### src/rtl/opicorv32_pkg.sv
// Shared encodings and bundle types for the ALU decode stage.
package opicorv32_pkg;

    // Major opcodes
    localparam logic [6:0] OPC_LUI    = 7'b0110111;
    localparam logic [6:0] OPC_AUIPC  = 7'b0010111;
    localparam logic [6:0] OPC_JAL    = 7'b1101111;
    localparam logic [6:0] OPC_JALR   = 7'b1100111;
    localparam logic [6:0] OPC_BRANCH = 7'b1100011;
    localparam logic [6:0] OPC_OP_IMM = 7'b0010011;
    localparam logic [6:0] OPC_OP     = 7'b0110011;

    // funct3 for OP / OP-IMM
    localparam logic [2:0] F3_ADD  = 3'b000;
    localparam logic [2:0] F3_SLL  = 3'b001;
    localparam logic [2:0] F3_SLT  = 3'b010;
    localparam logic [2:0] F3_SLTU = 3'b011;
    localparam logic [2:0] F3_XOR  = 3'b100;
    localparam logic [2:0] F3_SR   = 3'b101;
    localparam logic [2:0] F3_OR   = 3'b110;
    localparam logic [2:0] F3_AND  = 3'b111;

    // funct3 for BRANCH
    localparam logic [2:0] F3_BEQ  = 3'b000;
    localparam logic [2:0] F3_BNE  = 3'b001;
    localparam logic [2:0] F3_BLT  = 3'b100;
    localparam logic [2:0] F3_BGE  = 3'b101;
    localparam logic [2:0] F3_BLTU = 3'b110;
    localparam logic [2:0] F3_BGEU = 3'b111;

    // funct3 for JALR
    localparam logic [2:0] F3_JALR = 3'b000;

    // funct7 variants
    localparam logic [6:0] F7_BASE = 7'h00;
    localparam logic [6:0] F7_ALT  = 7'h20;

    typedef struct packed {
        logic is_lui_auipc_jal_jalr_addi_add;
        logic is_slti_blt_slt;
        logic is_sltiu_bltu_sltu;
        logic is_compare;
        logic instr_beq;
        logic instr_bne;
        logic instr_bge;
        logic instr_bgeu;
        logic instr_xori;
        logic instr_ori;
        logic instr_andi;
        logic instr_sub;
        logic instr_xor;
        logic instr_or;
        logic instr_and;
    } alu_flags_t;

    typedef struct packed {
        logic [31:0] op1;
        logic [31:0] op2;
        alu_flags_t  flags;
        logic        illegal;
    } alu_bundle_t;

endpackage

### src/rtl/opicorv32_imm_decode.sv
// Immediate extraction: sign-extended I-type and upper U-type immediates.
// Only instr[31:12] carries immediate bits for these two formats.
module opicorv32_imm_decode (
    input  logic [31:12] instr,
    output logic [31:0]  imm_i,
    output logic [31:0]  imm_u
);

    assign imm_i = {{20{instr[31]}}, instr[31:20]};
    assign imm_u = {instr[31:12], 12'b0};

endmodule

### src/rtl/opicorv32_alu_decode.sv
// Single registered stage turning an instruction plus operands into the
// ALU control bundle (operand selection and operation flags).
module opicorv32_alu_decode
    import opicorv32_pkg::*;
#(
    parameter bit CATCH_ILLEGAL = 1'b1
) (
    input  logic        clk,
    input  logic        resetn,
    input  logic        in_valid,
    output logic        in_ready,
    input  logic [31:0] instr,
    input  logic [31:0] pc,
    input  logic [31:0] rs1_data,
    input  logic [31:0] rs2_data,
    output logic        out_valid,
    input  logic        out_ready,
    output logic [31:0] reg_op1,
    output logic [31:0] reg_op2,
    output logic        is_lui_auipc_jal_jalr_addi_add,
    output logic        is_slti_blt_slt,
    output logic        is_sltiu_bltu_sltu,
    output logic        is_compare,
    output logic        instr_beq,
    output logic        instr_bne,
    output logic        instr_bge,
    output logic        instr_bgeu,
    output logic        instr_xori,
    output logic        instr_ori,
    output logic        instr_andi,
    output logic        instr_sub,
    output logic        instr_xor,
    output logic        instr_or,
    output logic        instr_and,
    output logic        out_illegal
);

    logic [6:0]  opcode;
    logic [2:0]  funct3;
    logic [6:0]  funct7;
    logic [31:0] imm_i;
    logic [31:0] imm_u;
    logic        supported;
    logic        unused_rd_bits;
    alu_bundle_t dec;
    alu_bundle_t bundle_q;
    logic        valid_q;

    assign opcode = instr[6:0];
    assign funct3 = instr[14:12];
    assign funct7 = instr[31:25];

    // rd is not needed to build ALU controls
    assign unused_rd_bits = ^instr[11:7];

    opicorv32_imm_decode u_imm (
        .instr (instr[31:12]),
        .imm_i (imm_i),
        .imm_u (imm_u)
    );

    // Decode operands and flags; anything not recognised collapses to zero
    always_comb begin
        dec       = '0;
        supported = 1'b0;
        case (opcode)
            OPC_LUI: begin
                supported = 1'b1;
                dec.op2   = imm_u;
                dec.flags.is_lui_auipc_jal_jalr_addi_add = 1'b1;
            end
            OPC_AUIPC: begin
                supported = 1'b1;
                dec.op1   = pc;
                dec.op2   = imm_u;
                dec.flags.is_lui_auipc_jal_jalr_addi_add = 1'b1;
            end
            OPC_JAL: begin
                supported = 1'b1;
                dec.op1   = pc;
                dec.op2   = 32'd4;
                dec.flags.is_lui_auipc_jal_jalr_addi_add = 1'b1;
            end
            OPC_JALR: begin
                supported = (funct3 == F3_JALR);
                dec.op1   = pc;
                dec.op2   = 32'd4;
                dec.flags.is_lui_auipc_jal_jalr_addi_add = 1'b1;
            end
            OPC_BRANCH: begin
                supported = 1'b1;
                dec.op1   = rs1_data;
                dec.op2   = rs2_data;
                dec.flags.is_compare = 1'b1;
                case (funct3)
                    F3_BEQ:  dec.flags.instr_beq          = 1'b1;
                    F3_BNE:  dec.flags.instr_bne          = 1'b1;
                    F3_BLT:  dec.flags.is_slti_blt_slt    = 1'b1;
                    F3_BGE:  dec.flags.instr_bge          = 1'b1;
                    F3_BLTU: dec.flags.is_sltiu_bltu_sltu = 1'b1;
                    F3_BGEU: dec.flags.instr_bgeu         = 1'b1;
                    default: supported = 1'b0;
                endcase
            end
            OPC_OP_IMM: begin
                supported = 1'b1;
                dec.op1   = rs1_data;
                dec.op2   = imm_i;
                case (funct3)
                    F3_ADD:  dec.flags.is_lui_auipc_jal_jalr_addi_add = 1'b1;
                    F3_SLT: begin
                        dec.flags.is_slti_blt_slt = 1'b1;
                        dec.flags.is_compare      = 1'b1;
                    end
                    F3_SLTU: begin
                        dec.flags.is_sltiu_bltu_sltu = 1'b1;
                        dec.flags.is_compare         = 1'b1;
                    end
                    F3_XOR:  dec.flags.instr_xori = 1'b1;
                    F3_OR:   dec.flags.instr_ori  = 1'b1;
                    F3_AND:  dec.flags.instr_andi = 1'b1;
                    // shifts (F3_SLL, F3_SR) are handled elsewhere
                    default: supported = 1'b0;
                endcase
            end
            OPC_OP: begin
                dec.op1 = rs1_data;
                dec.op2 = rs2_data;
                if (funct7 == F7_BASE) begin
                    supported = 1'b1;
                    case (funct3)
                        F3_ADD:  dec.flags.is_lui_auipc_jal_jalr_addi_add = 1'b1;
                        F3_SLT: begin
                            dec.flags.is_slti_blt_slt = 1'b1;
                            dec.flags.is_compare      = 1'b1;
                        end
                        F3_SLTU: begin
                            dec.flags.is_sltiu_bltu_sltu = 1'b1;
                            dec.flags.is_compare         = 1'b1;
                        end
                        F3_XOR:  dec.flags.instr_xor = 1'b1;
                        F3_OR:   dec.flags.instr_or  = 1'b1;
                        F3_AND:  dec.flags.instr_and = 1'b1;
                        default: supported = 1'b0;
                    endcase
                end else if (funct7 == F7_ALT && funct3 == F3_ADD) begin
                    supported = 1'b1;
                    dec.flags.instr_sub = 1'b1;
                end
            end
            default: supported = 1'b0;
        endcase

        if (!supported) begin
            dec         = '0;
            dec.illegal = CATCH_ILLEGAL;
        end
    end

    assign in_ready = !valid_q || out_ready;

    // Pipeline register: load on accept, drop valid when drained without refill
    always_ff @(posedge clk or negedge resetn) begin
        if (!resetn) begin
            valid_q  <= 1'b0;
            bundle_q <= '0;
        end else if (in_valid && in_ready) begin
            valid_q  <= 1'b1;
            bundle_q <= dec;
        end else if (out_ready) begin
            valid_q  <= 1'b0;
        end
    end

    assign out_valid   = valid_q;
    assign reg_op1     = bundle_q.op1;
    assign reg_op2     = bundle_q.op2;
    assign out_illegal = bundle_q.illegal;

    assign is_lui_auipc_jal_jalr_addi_add = bundle_q.flags.is_lui_auipc_jal_jalr_addi_add;
    assign is_slti_blt_slt    = bundle_q.flags.is_slti_blt_slt;
    assign is_sltiu_bltu_sltu = bundle_q.flags.is_sltiu_bltu_sltu;
    assign is_compare         = bundle_q.flags.is_compare;
    assign instr_beq          = bundle_q.flags.instr_beq;
    assign instr_bne          = bundle_q.flags.instr_bne;
    assign instr_bge          = bundle_q.flags.instr_bge;
    assign instr_bgeu         = bundle_q.flags.instr_bgeu;
    assign instr_xori         = bundle_q.flags.instr_xori;
    assign instr_ori          = bundle_q.flags.instr_ori;
    assign instr_andi         = bundle_q.flags.instr_andi;
    assign instr_sub          = bundle_q.flags.instr_sub;
    assign instr_xor          = bundle_q.flags.instr_xor;
    assign instr_or           = bundle_q.flags.instr_or;
    assign instr_and          = bundle_q.flags.instr_and;

endmodule

### config.mk
export PLATFORM = sky130hd
export DESIGN_NAME = opicorv32_alu_decode
export DESIGN_NICKNAME = d
export VERILOG_FILES = /design/src/rtl/opicorv32_pkg.sv /design/src/rtl/opicorv32_imm_decode.sv /design/src/rtl/opicorv32_alu_decode.sv
export SDC_FILE = /design/constraint.sdc
export NUM_CORES = 1
export LEC_CHECK = 0
export BUFFER_PORTS_ARGS = -buffer_cell sky130_fd_sc_hd__buf_2
export CORE_UTILIZATION = 41
export CTS_CLUSTER_DIAMETER = 120
export DETAILED_ROUTE_END_ITERATION = 8
export PLACE_DENSITY = 0.77
export SYNTH_ARGS = -nofsm -noshare
export SYNTH_HDL_FRONTEND = slang
export SYNTH_SLANG_ARGS = --single-unit
### constraint.sdc
create_clock -name clk -period 2 [get_ports clk]
set_clock_uncertainty 0.2 [all_clocks]
set_input_delay 0.1 -clock clk [delete_from_list [all_inputs] [get_ports clk]]
set_output_delay 0.1 -clock clk [all_outputs]
set_load 0.005 [all_outputs]
# Word level (Yosys, flattened, before mapping)
# Index checks and enable logic that the tools add are counted.
dict set report totals {
  regBits 81
  input_bits 132
  out_inout_bits 82
  elab_cells 78
}
dict set report op_classes {
  eq_ne 15
  muxes 27
  reduce_logical 17
}
# operator count
set op_table {}
lappend op_table {{32-bit one-hot mux with 4 select lines} 1}
lappend op_table {{80-bit 2-to-1 mux} 1}
lappend op_table {{32-bit one-hot mux with 2 select lines} 1}
lappend op_table {{7-bit by 6-bit == test with 1-bit output (second input constant)} 3}
lappend op_table {{7-bit == test (second input constant)} 3}
lappend op_table {{1-bit 2-to-1 mux} 16}
lappend op_table {{7-bit by 5-bit == test with 1-bit output (second input constant)} 2}
lappend op_table {{3-bit == test (second input constant)} 4}
lappend op_table {{4-bit 2-to-1 mux} 3}
lappend op_table {{6-bit OR reduction} 2}
lappend op_table {{3-bit one-hot mux with 3 select lines} 1}
lappend op_table {{3-bit OR reduction} 3}
lappend op_table {{2-bit OR reduction} 4}
lappend op_table {{7-bit logical NOT} 1}
lappend op_table {{3-bit by 2-bit == test with 1-bit output (second input constant)} 2}
lappend op_table {{3-bit 2-to-1 mux} 2}
lappend op_table {{1-bit one-hot mux with 5 select lines} 1}
lappend op_table {{4-bit OR reduction} 1}
lappend op_table {{3-bit by 1-bit == test with 1-bit output (second input constant)} 1}
lappend op_table {{3-bit logical NOT} 1}
lappend op_table {{1-bit one-hot mux with 3 select lines} 1}
lappend op_table {{1-bit logical AND} 2}
lappend op_table {{2-bit nonzero test} 1}
lappend op_table {{1-bit logical NOT} 1}
lappend op_table {{1-bit logical OR} 1}

# Logic depth before layout (Yosys ltp)
# Gate-level depths: netlist (run 1).
dict set report depth {
  depth_word 6
  mapped_depth 8
  depth_no_buf 5
}

# By module
# From an unflattened synthesis (run 1), not the netlist that was laid out.
dict set report hier_totals {
  cells_unflattened 513
  hier_area_um2 4585.6
}
# mod instances cells_each area_per_inst_um2
set modules_own_cells {}
lappend modules_own_cells {opicorv32_alu_decode 1 448 4101.4}
lappend modules_own_cells {opicorv32_imm_decode 1 65 484.2}

# Worst setup path after synthesis (run 1)
# Ideal clock, no wire load.
dict set report synth_timing {
  kind {input-to-reg}
  startpoint {input instr[25]}
  endpoint {register bundle_q, in the netlist reg_op2[7]}
  t_arrival_ps 1857
  required_time_ps 1707
  path_slack_ps -151
  path_stages 7
  n_path_buf 2
  cell_sequence {or4_1 -> or4_4 -> o22ai_2 -> nor3_2 -> buf_6 -> buf_6 -> o31ai_2}
}
dict set report synth_between {
  elab_chain_cells 6
  word_cells_on_any_way 7
}
# item line
set synth_lines {}
lappend synth_lines {{start: declaration} opicorv32_alu_decode.sv:12} ;# input logic [31:0] instr,
lappend synth_lines {{7-bit by 6-bit == test with 1-bit output} opicorv32_alu_decode.sv:146} ;# end else if (funct7 == F7_ALT && funct3 == F3_ADD) begin
lappend synth_lines {{1-bit logical AND} opicorv32_alu_decode.sv:146}
lappend synth_lines {{1-bit 2-to-1 mux} opicorv32_alu_decode.sv:146}
lappend synth_lines {{1-bit 2-to-1 mux *} opicorv32_alu_decode.sv:129} ;# if (funct7 == F7_BASE) begin
lappend synth_lines {{1-bit one-hot mux with 5 select lines *} opicorv32_alu_decode.sv:66} ;# case (opcode)
lappend synth_lines {{80-bit 2-to-1 mux *} opicorv32_alu_decode.sv:154} ;# if (!supported) begin
lappend synth_lines {{end signal: assignment} opicorv32_alu_decode.sv:166} ;# bundle_q <= '0;
lappend synth_lines {{end signal: assignment} opicorv32_alu_decode.sv:169} ;# bundle_q <= dec;
lappend synth_lines {{end: declaration} opicorv32_alu_decode.sv:46} ;# alu_bundle_t bundle_q;
# Mark *: on every way between the ends. The rest lies on a longest branch, timed or not.
# A chain may end at the register's enable or synchronous reset.

# Worst setup path in the final report (run 1)
dict set report layout_timing {
  startpoint {input instr[30]}
  endpoint {register bundle_q, in the netlist reg_op2[28]}
}
# Same word-level chain as after synthesis.

==> run metrics, run 1 <==
commonest non-fill, non-tap cells in the layout=207 x buf_2, 113 x dlygate4sd3_1, 82 x nand2_1; RD Place Congestion=roughly 0.96; Register Area=2030 sq um; final setup margin=just under 0.05 ns; status=finished clean; Power Total=around 3.5 mW; register bit total from synthesis=~80; nets@finish=between 800 and 900; Synth Net Count=528; Worst slew margin=0.614; register area share after synthesis=0.506; met2 usage=0.554; multi-input logic area=1830 sq um; total track usage=0.317; CTS root buf=clkbuf_8; fraction of registers with async set/reset=1.00; initial DRC count=between 300 and 400; Die W=101 um; layout cells sized above 1=0.408; max_cap viols=0; routed length per placed instance=approximately 19 um; Max Slew Vio Count=0; first-pass GRT wire length=approximately 24000 um; crit path kind=input port to flop; cells after synthesis=a little under 400; measured slew at the worst slew-check pin=0.579 ns; clock-pin slew on the worst setup and hold paths=about 0.08 ns; clk buf depth=2; IO Pins=about 210; DR pass1 iterations=5; EDFF count, synth=0; vias in the first global route=about 4800; vias per cell=~5.6; class of the worst hold path=input port to flop; Yosys warning count=0; GR peak layer=met2; count of cell types in the netlist=43; Fmax=around 510 MHz; die area=10200 sq um; dpl ws=-0.266 ns; startpoint types=input port; clk sinks=81; via count=between 4000 and 5000; met3 track demand over resource=0.0687; WP data required=about 2.0 ns; final hold violation count=0; minimum clock period=1.95 ns; Post-Place Cell Area=around 5500 sq um; CTS tree=yes; antenna fix cells=0; DRT antenna net count=0; flop-to-flop setup slack=0.16 ns; DR DRC count=0; gr ovfl total=0; Vert. Die Dim=around 100 um; Clock Latency Late Sink=between 0.3 and 0.4 ns; filler instances=632; main flop type after synthesis=dfrtp_1; pin count of the biggest net entering global routing=89; Leakage=between 3 and 4 nW; CP arrival=about 2 ns; CTS buffer count=9; CP Max Fanout=16; peak supply drop=roughly 0.36 mV; CORE AREA=around 9300 sq um; Initial Utilization=0.429; RSZ-0062 raised after global routing=yes; final core utilization=0.732; Avg Cell Area, Syn=a little over 10 sq um; PwrDens=514 nW/um^2; initial antenna violation count=0; GRT met1 Usage=0.374; Routed WL=between 15000 and 20000 um; most common cell after layout, fill and taps aside=buf_2; Setup TNS=0 ns; Synth-to-Final Area Change=70.6%; final period utilization=0.976; CP Capture Type=flop; Final Setup Violations=0; Final Instance Area=between 6000 and 7000 sq um; row count=35; CTS H-tree depth=3; Post-Syn Area=between 4000 and 5000 sq um; IO buf count=~210; hpwl dp=between 9000 and 10000 um
==> what timing repair did <==
action                     4_1_cts  5_1_grt
buffers inserted                 0        1
hold buffers                   113        0
resized for setup                0        1
hold endpoints to repair       150        0
setup endpoints to repair        0       17
==> worst max-delay path, cell delays in order <==
cell	delay (ns)
buf_2	0.13
dlygate4sd3_1	0.61
nand2_1	0.12
o22ai_2	0.11
nor3_4	0.44
buf_4	0.22
buf_12	0.16
o31ai_2	0.07
==> cell usage after synthesis, types with 2 or more instances <==
| library cell | number | share of area |
|---|---|---|
| nand2_1 | 83 | 0.078 |
| dfrtp_1 | 81 | 0.51 |
| a22oi_1 | 42 | 0.079 |
| o21ai_0 | 41 | 0.051 |
| clkbuf_1 | 28 | 0.026 |
| o31ai_2 | 26 | 0.081 |
| a221oi_1 | 21 | 0.046 |
| o31ai_1 | 10 | 0.019 |
| buf_1 | 5 | 0.0047 |
| nand2b_1 | 5 | 0.0078 |
| nor3_1 | 5 | 0.0063 |
| buf_6 | 4 | 0.011 |
| nand3_1 | 4 | 0.0050 |
| nor2_1 | 4 | 0.0038 |
| a21oi_1 | 3 | 0.0038 |
| and2_1 | 3 | 0.0047 |
| nand4_1 | 3 | 0.0047 |
| inv_1 | 2 | 0.0019 |
| or3_1 | 2 | 0.0031 |
==> area by class of cell <==
type / instances / area share
timing repair buffer: 362 / 0.379
sequential: 81 / 0.297
multi-input combinational: 276 / 0.269
tap: 129 / 0.0236
clock buffer: 11 / 0.0192
clock inverter: 5 / 0.0117
inverter: 2 / 0.00110
==> routing by layer <==
layer / part of all wire / up-vias / wire length (um)
met5: 0 / - / 0
met3: 0.087 / 52 / 1400
li1: - / 2156 / -
met4: 0.037 / 0 / 605
met1: 0.38 / 2305 / 6110
met2: 0.50 / 312 / 8030
==> power breakdown <==
part	leakage [nW]	internal (mW)	switching, mW	total [mW]
Combinational	2.00	0.305	0.263	0.568
Clock	0.0995	0.703	0.600	1.30
Sequential	1.12	1.64	0.00206	1.64
Total	3.23	2.65	0.864	3.51
==> worst paths after layout <==
kind	start	endpoint	cells after the start
hold reg to reg	reg_op2[22]	reg_op2[22]	2
max in group asynchronous	resetn	reg_op1[25]	3
setup reg to reg	out_valid	reg_op1[21]	6
hold / removal	instr[30]	reg_op2[10]	3
min in group asynchronous	resetn	reg_op2[16]	2
setup / recovery	instr[30]	reg_op2[28]	8
==> stage by stage <==
step                hold slack, ns  std cells
finish                      0.0121        866
global route                0.0130        866
CTS                       0.000429        865
detailed placement         -0.0584        736
global placement           -0.0634        736
floorplan                   -0.396        396
==> logic make-up (layout without fill, tap and decap cells) <==
group	Yosys count	after routing	synth area share
buf+inv	39	380	0.0441
compound gates	153	153	0.306
mux	1	1	0.00281
simple gates	121	121	0.139
xor+xnor	1	1	0.00219
flops	81	81	0.506
(Power assumes the default switching activity.)
==> run 2, diff against run 1 <==
Settings changed: REMOVE_ABC_BUFFERS set to 1.
==> run metrics, run 2 (synthesis results as in run 1) <==
status=complete, but fails checks; failing checks=hold timing; CTS root buf=clkbuf_8; CORE AREA=9330 sq um; row count=35; first-pass GRT wire length=approximately 25000 um; Clock Latency Late Sink=around 0.34 ns; Initial Utilization=0.429; Fmax=just over 500 MHz; nets@finish=between 800 and 900; DR DRC count=0; Die W=101 um; commonest non-fill, non-tap cells in the layout=208 x buf_2, 123 x dlygate4sd3_1, 82 x nand2_1; pin count of the biggest net entering global routing=88; antenna fix cells=0; hold slack=-0.0156 ns; PwrDens=a little under 500 nW/um^2; Leakage=between 3 and 4 nW; total track usage=0.326; RSZ-0062 raised after global routing=yes; startpoint types=input port; RD Place Congestion=approximately 0.83; DR pass1 iterations=5; final cell count without fillers=about 870; Routed WL=~16000 um; Synth-to-Final Area Change=73.2%; CP Max Fanout=6; Inst Count DP=730; most common cell after layout, fill and taps aside=buf_2; clk buf depth=2; via count=roughly 4900; Max Slew Vio Count=0; IO Pins=214; initial antenna violation count=0; Post-Place Cell Area=5430 sq um; WP data required=2.06 ns; final hold violation count=1; clock-pin slew on the worst setup and hold paths=approximately 0.1 ns; hpwl dp=roughly 9000 um; CTS buffer count=9; CTS H-tree depth=3; CTS tree=yes; routed length per placed instance=between 15 and 20 um; Setup TNS=0 ns; DRT antenna net count=0; minimum clock period=1.99 ns; Final Setup Violations=0; initial DRC count=between 200 and 300; gr ovfl total=0; CP Capture Type=flop; clk sinks=81; layout cells sized above 1=0.407; peak supply drop=between 0.3 and 0.4 mV; crit path kind=input port to flop; CP arrival=slightly above 2 ns; Worst slew margin=0.633; final period utilization=0.994; vias per cell=5.63; Vert. Die Dim=101 um; vias in the first global route=between 5000 and 6000; Final Instance Area=~7000 sq um; max_cap viols=0; class of the worst hold path=input port to flop; IO buf count=between 200 and 250; die area=slightly above 10000 sq um; measured slew at the worst slew-check pin=roughly 0.55 ns
-- run 2: final timing paths --
| kind | startpoint | cells past startpoint | end | slack [ns] |
|---|---|---|---|---|
| hold / removal | instr[19] | 3 | reg_op2[19] | -0.02 |
| max in group asynchronous | resetn | 3 | reg_op2[4] | 0.90 |
| hold reg to reg | reg_op2[25] | 2 | reg_op2[25] | 0.28 |
| setup / recovery | instr[25] | 8 | is_compare | 0.01 |
| setup reg to reg | out_valid | 6 | reg_op2[19] | 0.07 |
| min in group asynchronous | resetn | 2 | reg_op1[8] | 0.08 |
-- run 2: worst max-delay path: stages --
cell,delay [ns]
buf_2,0.11
or4_4,0.56
or4_4,0.47
o22ai_4,0.18
nor3_4,0.11
buf_4,0.17
buf_4,0.12
o31ai_2,0.21
-- run 2: through the flow --
step | power, mW | utilization | setup WS [ns] | hold slack (ns)
2_1_floorplan | 1.77 | - | -3.62 | -0.396
3_3_place_gp | 2.03 | 0.582 | -0.332 | -0.0826
3_5_place_dp | 2.04 | 0.582 | -0.437 | -0.0773
4_1_cts | 3.40 | 0.738 | 0.00682 | -0.00880
5_1_grt | 3.55 | 0.743 | -0.00767 | -0.0200
6_report | 3.42 | 0.743 | 0.0117 | -0.0156
-- run 2: routing by layer --
metal	GRT usage	vias up	routed length (um)
li1	-	2160	-
met1	0.382	2376	6080
met2	0.573	311	8460
met3	0.0735	60	1360
met4	0.137	0	549
met5	0	-	0
-- run 2: cell type report --
class,count,area [sq um]
clock inverters,6,67.6
flip-flops and latches,81,2030
multi-input cells,276,1890
well taps,129,161
inverters,2,7.51
clock buffers,10,128
repair buffers,367,2650
fillers,598,2400
-- run 2: where the power goes --
group	internal, mW	switching [mW]
sequential	1.64	0.00228
clock	0.583	0.626
combinational	0.306	0.264
total	2.53	0.892
-- run 2: what timing repair did --
action / in CTS / in global routing
resized for setup: 3 / 12
setup endpoints to repair: 42 / 54
setup buffers: 0 / 1
pin swaps: 0 / 3
hold buffers: 124 / 0
cloned: 0 / 1
hold endpoints to repair: 156 / 0
